### config.mk
export PLATFORM = sky130hd
export DESIGN_NAME = return_stack
export DESIGN_NICKNAME = d
export VERILOG_FILES = /design/src/rtl/return_stack.sv
export SDC_FILE = /design/constraint.sdc
export NUM_CORES = 1
export LEC_CHECK = 0
export CORE_UTILIZATION = 60
export CTS_CLUSTER_DIAMETER = 50
export DETAILED_ROUTE_END_ITERATION = 7
export DONT_BUFFER_PORTS = 1
export HOLD_SLACK_MARGIN = 0.06
export PLACE_DENSITY = 0.77
export SYNTH_ARGS = -nofsm -noshare
export SYNTH_HDL_FRONTEND = slang
export SYNTH_SLANG_ARGS = --single-unit
### constraint.sdc
create_clock -name clk -period 6.65 [get_ports clk]
set_input_delay 0.3325 -clock clk [delete_from_list [all_inputs] [get_ports clk]]
set_output_delay 0.3325 -clock clk [all_outputs]
set_load 0.05 [all_outputs]
### src/rtl/return_stack.sv
// return_stack: hardware LIFO of subroutine return addresses.
//
// A CALL pushes push_addr, a RET pops the newest entry onto the registered
// ret_addr output. Each instruction raises aux_push_pop for two cycles, and
// only its rising edge starts a stack operation, so each instruction acts once.
//
// Ports:
//   clk           system clock, all state updates on the rising edge
//   reset         synchronous, active-high; clears count, ret_addr and flags
//   push / pop    decoder levels for CALL / RET
//   aux_push_pop  two-cycle stage strobe from the control unit
//   push_addr     return address stored on a push
//   ret_addr      address produced by the most recent pop (0 on underflow)
//   count         number of valid entries (0..DEPTH)
//   empty / full  combinational decodes of count
//   overflow      sticky: push attempted while full
//   underflow     sticky: pop attempted while empty
//   conflict      sticky: push and pop both high at an operation strobe
module return_stack #(
  parameter int unsigned ADDR_WIDTH  = 32,
  parameter int unsigned DEPTH       = 16,
  parameter int unsigned COUNT_WIDTH = 5
) (
  input  logic                   clk,
  input  logic                   reset,
  input  logic                   push,
  input  logic                   pop,
  input  logic                   aux_push_pop,
  input  logic [ADDR_WIDTH-1:0]  push_addr,
  output logic [ADDR_WIDTH-1:0]  ret_addr,
  output logic [COUNT_WIDTH-1:0] count,
  output logic                   empty,
  output logic                   full,
  output logic                   overflow,
  output logic                   underflow,
  output logic                   conflict
);

  localparam int unsigned IDX_W = $clog2(DEPTH);

  logic [ADDR_WIDTH-1:0] mem [DEPTH];
  logic                  aux_q;
  logic                  op_en;
  logic                  do_push;
  logic                  do_pop;
  logic [IDX_W-1:0]      wr_idx;
  logic [IDX_W-1:0]      rd_idx;

  assign empty = (count == '0);
  assign full  = (count == COUNT_WIDTH'(DEPTH));

  // Slot indices: count is below DEPTH whenever a write happens, and count-1
  // wraps correctly in IDX_W bits when the stack is full.
  assign wr_idx = count[IDX_W-1:0];
  assign rd_idx = wr_idx - 1'b1;

  assign op_en   = aux_push_pop & ~aux_q;
  assign do_push = op_en &  push & ~pop & ~full;
  assign do_pop  = op_en & ~push &  pop & ~empty;

  // aux_q keeps tracking the strobe through reset so that a strobe which was
  // already high when reset arrived is not seen as a fresh rising edge once
  // reset drops; with the strobe low during reset it still clears to 0.
  always_ff @(posedge clk) begin
    aux_q <= aux_push_pop;
  end

  // Entry storage has no reset; entries beyond count are don't-care.
  always_ff @(posedge clk) begin
    if (!reset && do_push) begin
      mem[wr_idx] <= push_addr;
    end
  end

  always_ff @(posedge clk) begin
    if (reset) begin
      count     <= '0;
      ret_addr  <= '0;
      overflow  <= 1'b0;
      underflow <= 1'b0;
      conflict  <= 1'b0;
    end else if (op_en) begin
      if (push && pop) begin
        conflict <= 1'b1;
      end else if (push) begin
        if (full) begin
          overflow <= 1'b1;
        end else begin
          count <= count + 1'b1;
        end
      end else if (pop) begin
        if (empty) begin
          ret_addr  <= '0;
          underflow <= 1'b1;
        end else begin
          ret_addr <= mem[rd_idx];
          count    <= count - 1'b1;
        end
      end
    end
  end

endmodule

======== After elaboration in Yosys (flattened, before gate mapping) ========
Memories as Yosys holds them, arrays and structs flattened.
Cells that the tools add are included.
word-level totals
  flip-flop bits (word level) ............. 41
  memory bits (writable) .................. 512
  output and inout bits ................... 42
  word-level logic and storage cells ...... 39
  memories kept ........................... 1
memory list
  memory  depth  bits a word  rd ports  clocked after memory_dff  wr ports  line  RTL
  mem     16     32           1         0                         1         41    logic [ADDR_WIDTH-1:0] mem [DEPTH];
cells by class
  add/sub/neg operators ................... 3
  equality and inequality tests ........... 3
  multiplexer cells ....................... 7
  bitwise logic cells ..................... 9
  reductions and logical operators ........ 10
operators with widths
  cell                                               number
  2-to-1 mux 32 bit                                  1
  2-to-1 mux 5 bit                                   4
  AND reduction 5 bit                                2
  AND reduction 4 bit                                2
  adder 5 x 1 -> 5 bit (second input constant)       1
  equality test 5 bit (second input constant)        1
  zero test 5 bit                                    1
  NOT 1 bit                                          5
  subtractor 5 x 1 -> 5 bit (second input constant)  1
  bitwise AND 1 bit                                  4
  != test 2 bit (second input constant)              2
  subtractor 4 x 1 -> 4 bit (second input constant)  1
  logical AND 1 bit                                  2
  2-to-1 mux 1 bit                                   2
  AND reduction 2 bit                                1
  nonzero test 2 bit                                 1
  zero test 1 bit                                    1

======== Longest topological paths before layout ========
Gate-level depths: netlist (run 1).
  word-level depth ........................ 8
  depth in mapped cells ................... 12
  depth with buffers taken out ............ 7

======== Worst setup path before layout (run 1) ========
OpenSTA, ideal clock, no wires.
  path type ............................... register to register
  start point ............................. register count[0]
  end point ............................... memory mem[0][0] (enable)
  library setup time ...................... 392 ps
  data arrival time ....................... 3684 ps
  slack ................................... 2574 ps
  cell stages (with the launch flop) ...... 10
  buffers on the path ..................... 5
  period minus slack after synthesis ...... 4076 ps
  path through ............................ dfxtp_1 > buf_6 > buf_6 > buf_6 > buf_2 > inv_1 > ha_1 > buf_2 > nor4b_2 > and2_1
on the way
  cells in the longest elaborated chain, start to end .. 6
RTL lines
  what                                    line  RTL
  start, declared                         31    output logic [COUNT_WIDTH-1:0] count,
  start signal, assigned                  89    count <= count + 1'b1;
  start signal, assigned                  97    count <= count - 1'b1;
  equality test 5 bit                     50    assign full = (count == COUNT_WIDTH'(DEPTH));
  NOT 1 bit                               58    assign do_push = op_en & push & ~pop & ~full;
  bitwise AND 1 bit                       58
  logical AND 1 bit                       70    if (!reset && do_push) begin
  2-to-1 mux 1 bit                        70
  2-to-1 mux 1 bit (implied by the code)  71    mem[wr_idx] <= push_addr;
  end, declared                           41
Parallel ways exist; a longest one is shown, timed or not.

======== Worst setup path after layout (run 1) ========
  start point ............................. register count[0]
  end point ............................... register ret_addr[8]
on the way
  cells in the longest elaborated chain, start to end .. 3
  elaborated cells between the ends (all ways) .. 4
  classes of those cells .................. add/sub: 1; mux: 1; reduce/logical: 1; memory: 1
RTL lines
  what                       line  RTL
  subtractor 4 x 1 -> 4 bit  55    assign rd_idx = wr_idx - 1'b1;
  via rd_idx[0]              47    logic [IDX_W-1:0] rd_idx;
  memory (16 x 32 bit)       -
  2-to-1 mux 32 bit          92    if (empty) begin
  end signal, assigned       96    ret_addr <= mem[rd_idx];
  end, declared              30    output logic [ADDR_WIDTH-1:0] ret_addr,
The timed path passes the listed nets, and every way through them passes these cells.
A chain may end at the register's enable or synchronous reset.

==> results_dict.tcl, run 1 <==
set metrics [dict create \
    synthesis.nets 1097 \
    dpl.hpwl_um 21400 \
    cts_buffer_depth 3 \
    grt_pass1_vias 10400 \
    cts_tree "built" \
    post_cts_resized 0 \
    period_minus_slack_ns 3.71 \
    postCtsSetupRepairBufs 0 \
    cp-startpoint "count[0]" \
    drc_errors 0 \
    crit_path_end_kind "flop" \
    fp-row-count 68 \
    drv_cap 0 \
    layout_setup_ws_ns 2.94 \
    worst_slew_pin_slew_ns 1.21 \
    htreeDepth 2 \
    cts_hold_buf 36 \
    die_h_um 190 \
    cp_slowest_cell "dfxtp_4" \
    cts_root_buf "clkbuf_16" \
    worstPathRequired_ns 7.13 \
    async_reset_ff_share_pct 0 \
    grt_usage_pct 25.4 \
    r2r_end "ret_addr[8]" \
    fin_crit_sh_pct 55.9 \
    synth_edf_count 512 \
    final_util_pct 68.9 \
    hold_violations 0 \
    globalplace.congestion 0.726 \
    crit_chain "inv_1 > ha_4 > buf_12 > mux4_2 > nand2_1 > and3_1 > o31ai_2" \
    ys_ff_latch 553 \
    clkSinkCount 553 \
    overflow 0 \
    grt_pass1_wl_um 65900 \
    dieWidth_um 190 \
    drt_first_iter_violations 908 \
    core_um2 34700 \
    hp-class "in -> reg" \
    start_util_pct 61.4 \
    clock_latency_ns 0.58 \
    maxSlewViolCount 0 \
    drive_above_1_share_pct 24.2 \
    fin_setup_tns_ns 0 \
    syn2layout_area_growth_pct 12.2 \
    drt-pass1-iter-count 7 \
    detail-route-antenna-nets 0 \
    rsz0062_at_grt "false" \
    synth_cell_types 40 \
    power_leakage_nw 7.61 \
    path_class "reg -> reg" \
    finalInstanceArea_um2 23900 \
    port_buffers 0 \
    setup_viol 0 \
    powerDensity_nw_per_um2 304 \
    drt_wl_total_um 44300 \
    slew-limit-headroom_pct 19.5 \
    ys.flop_type "edfxtp_1" \
    num_vias 10200 \
    fmax_ghz 0.269 \
    preCtsSetupSlack_ns 2.91 \
    wire_per_inst_um 27.7 \
    placed_cell_area_um2 21800 \
    path_clk_slew_ns 0.06 \
    crit_path_end "ret_addr[8]" \
    yosysSeqAreaShare_pct 76.0 \
    syn_area_um2 21300 \
    finClkSkew_ns 0.0220 \
    synth.avg_cell_area_um2 20.3 \
    cp_slowest_stage_delay_ns 0.99 \
    ys_warn_count 0 \
    numCtsBuffers 54 \
    rrSetupSlack_ns 2.94 \
    cp-start-kind "flop" \
    cp_max_fo 77 \
    dieArea_um2 36300 \
    synthCells 1049 \
    status "complete, no violations" \
    io_pins 79 \
    ir_worst_vdd_uv 266 \
    ff2ff_path_depth 7 \
    worstPathArrival_ns 4.19 \
    nets 1145 \
    hold_start "push" \
    grt_start_max_net_pins 78 \
    worstReg2RegStart "count[0]" \
    antenna_found_initial 1 \
    via_per_inst 6.36 \
]
state kept, by name, summed over array words and instances, names as in the netlist:
register,flops
mem,512
ret_addr,32
count,5
aux_q,1
conflict,1
overflow,1
underflow,1
final cells by class:
type / instances / area (um^2)
antenna: 1 / 2.50
clock buffer: 77 / 1540
clock inverter: 24 / 209
fill: 2112 / 10800
inverter: 4 / 15.0
multi-input combinational: 436 / 4910
sequential: 553 / 16200
tap: 455 / 569
timing repair buffer: 48 / 463
metrics by stage:
stage | hold WS [ns] | cells | total power (W)
CTS | 0.0758 | 1597 | 0.00731
global placement | 0.361 | 1460 | 0.00430
finish | 0.0910 | 1598 | 0.00727
floorplan | 0.360 | 1049 | 0.00420
global route | 0.0861 | 1598 | 0.00747
detailed placement | 0.361 | 1460 | 0.00430
how the worst min path moves through the flow:
stage / end / slack, ns / depth (start not counted)
after floorplan: aux_q / 0.36 / 0
after global placement: aux_q / 0.36 / 0
after detailed placement: aux_q / 0.36 / 0
after CTS: ret_addr[13] / 0.08 / 3
after global routing: ret_addr[25] / 0.09 / 3
final: overflow / 0.09 / 3
synth_stat cells, drive strengths merged, types with 4 or more instances:
cell type,count,area share [%]
o31ai,32,1.8
nand2,99,1.7
inv,4,0.070
and2,12,0.35
nor2,47,0.83
and4,4,0.16
xnor2,6,0.25
a21boi,32,1.1
buf,32,0.93
ha,10,0.59
dfxtp,41,3.9
a21oi,6,0.14
clkbuf,24,0.42
mux4,128,14
and3,34,1.0
edfxtp,512,72
metal layers:
layer	part of all wire, %	vias up	track usage [%]
met5	0	-	0
met4	1.6	0	5.72
met3	6.5	59	4.31
met2	51	401	42.3
met1	41	5365	35.8
li1	-	4338	-
kinds of logic after synthesis:
| kind of cell | share of synthesized area (%) |
|---|---|
| flops | 76.0 |
| simple gates | 4.62 |
| mux | 13.6 |
| compound gates | 3.35 |
| buf+inv | 1.43 |
| fa+ha+maj | 0.681 |
| xor+xnor | 0.329 |
where the power goes:
part	switching [W]	total (W)	internal [W]
clock	0.00126	0.00299	0.00173
combinational	0.000260	0.000448	0.000188
sequential	0.0000324	0.00384	0.00380
total	0.00155	0.00727	0.00572
critical path, delay by kind of cell, from the launching register on:
family / cells / cell delay, ns
AOI/OAI and AO/OA: 1 / 0.28
adders and majority gates: 1 / 0.89
buffers and inverters: 2 / 0.81
DFF: 1 / 0.99
muxes: 1 / 0.28
and+or+nand+nor: 2 / 0.28
cell usage in the layout, fill, tap and decap left out, drive strengths merged, types with 2 or more instances in the layout:
master	instances
buf	12
xnor2	6
mux4	128
clkbuf	77
dlygate4sd3	36
o21ai	2
clkinv	18
and3	34
nor3	2
and2	12
nand2	99
xor2	2
a21o	2
ha	10
bufinv	3
o31ai	32
nor2	47
inv	7
dfxtp	41
a21oi	6
nor4b	2
a31oi	2
or3	2
a21boi	32
and4	4
mux2i	2
edfxtp	512
Note: power is estimated with default switching activity, not from simulation.
==> run 2: changes to the inputs <==
Settings changed: CORE_UTILIZATION 60 to 57, PLACE_DENSITY 0.77 to 0.76.
Clock period 6.65 ns to 3.2 ns, I/O delays scaled along.
==> run 2 against run 1 <==
Against the previous run: clock power increased by 110%; largest cell class unchanged; largest power group unchanged; wire length increased by 4.5%; hold slack improved by 0.060 ns; utilization down 2.5 points; global-route usage fell by 0.20 points.
==> results_dict.tcl, run 2 (same netlist as run 1, synthesis figures left out) <==
set metrics [dict create \
    mostFrequentLayoutCell "edfxtp_1" \
    nets 1172 \
    p_int_w 0.0120 \
    drc_errors 0 \
    wire_per_inst_um 28.2 \
    fp-row-count 70 \
    nFillCells 2223 \
    powerDensity_nw_per_um2 629 \
    dpl.hpwl_um 23100 \
    port_buffers 0 \
    die_h_um 195 \
    numCtsBuffers 56 \
    period_minus_slack_ns 2.54 \
    grt_pass1_wl_um 69300 \
    path_class "reg -> reg" \
    fin_setup_tns_ns 0 \
    cts_root_buf "clkbuf_16" \
    fin_hold_ws_ns 0.151 \
    fmax_ghz 0.394 \
    detail-route-antenna-nets 0 \
    htreeDepth 2 \
    io_pins 79 \
    overflow 0 \
    cts_buffer_depth 3 \
    final_cell_mix "edfxtp_1, mux4_2, nand2_1" \
    crit_path_end_kind "flop" \
    power_leakage_nw 7.81 \
    hp-class "in -> reg" \
    drive_above_1_share_pct 26.3 \
    layout_setup_ws_ns 0.665 \
    core_um2 36700 \
    via_per_inst 6.37 \
    drt_wl_total_um 46300 \
    top_regs "mem: 512 flops, ret_addr: 32 flops, count: 5 flops" \
    cp_max_fo 32 \
    pwr-share-comb_pct 6.5 \
    cp_slowest_stage_delay_ns 0.50 \
    crit_chain "inv_1 > ha_4 > and3_1 > nor2_1 > and2_2 > buf_4" \
    drt_first_iter_violations 1091 \
    power_frac_clock_pct 41.7 \
    start_util_pct 58.1 \
    num_vias 10400 \
    final_util_pct 66.4 \
    cp-start-kind "flop" \
    largest_register_ff_count 512 \
    dieWidth_um 195 \
    maxSlewViolCount 0 \
    cts_tree "built" \
    worst_slew_pin_slew_ns 0.766 \
    grt_pass1_vias 10700 \
    power.share.sequential_pct 51.8 \
    worstPathRequired_ns 3.42 \
    p_sw_w 0.00336 \
    finClkSkew_ns 0.0143 \
    drt-pass1-iter-count 5 \
    grt_start_max_net_pins 69 \
    slew-limit-headroom_pct 48.9 \
    fin_crit_sh_pct 79.2 \
    dieArea_um2 38200 \
    hold_violations 0 \
    worstPathArrival_ns 2.76 \
    clkSinkCount 553 \
    rsz0062_at_grt "false" \
    antenna_found_initial 2 \
    setup_viol 0 \
    cp_num_buf_inv 2 \
    preCtsSetupSlack_ns 0.691 \
    path_clk_slew_ns 0.06 \
    ir_worst_vdd_uv 438 \
    top_register "mem" \
    cp_slowest_cell "buf_4" \
    clock_latency_ns 0.60 \
    syn2layout_area_growth_pct 14.3 \
    p_sw_share_pct 21.9 \
    drv_cap 0 \
    crit_family "simple AND/OR/NAND/NOR gates" \
    grt_usage_pct 25.2 \
    globalplace.congestion 0.735 \
    status "complete, no violations" \
]
run 2: per-layer routing:
metal	up-vias	wire length [um]	GRT usage (%)
li1	4401	-	-
met1	5499	18800	35.1
met2	450	22500	39.8
met3	88	3900	6.06
met4	4	1070	8.08
met5	-	45	1.02
run 2: timing repair:
item / 4_1_cts / 5_1_grt
gates resized for setup: 0 / 0
setup endpoints to repair: 0 / 0
buffers inserted: 0 / 0
endpoints found under the hold margin: 521 / 0
hold buffers: 37 / 0
run 2: layout make-up:
cell class                      instances  area (um^2)  share of cell area (%)
Multi-Input combinational cell        436         4910                    20.2
Sequential cell                       553        16200                    66.5
Antenna cell                            1         2.50                  0.0103
Clock buffer                           71         1500                    6.14
Tap cell                              468          586                    2.40
Clock inverter                         34          319                    1.31
Inverter                                4         15.0                  0.0616
Timing Repair Buffer                   73          841                    3.45
run 2: through the flow:
step | cell area [um^2] | instances | power [W]
5_1_grt | 24400 | 1639 | 0.0158
2_1_floorplan | 21300 | 1049 | 0.00874
6_report | 24400 | 1640 | 0.0153
4_1_cts | 24400 | 1639 | 0.0154
3_3_place_gp | 22200 | 1497 | 0.00896
3_5_place_dp | 22200 | 1497 | 0.00897
run 2: power by group through the flow:
stage               Combinational (W)  Clock [W]  Sequential (W)
finish                       0.000990    0.00640         0.00795
global route                  0.00106    0.00675         0.00795
CTS                          0.000997    0.00649         0.00795
detailed placement           0.000863          0         0.00810
global placement             0.000855          0         0.00810
floorplan                    0.000629          0         0.00811
run 2: final timing paths:
kind	to	depth (start not counted)	slack, ns	from
hold / removal	aux_q	1	0.15	aux_push_pop
hold reg to reg	conflict	3	0.64	aux_q
setup reg to reg	mem[1][13]	6	0.66	count[0]
setup / recovery	mem[1][13]	6	0.66	count[0]
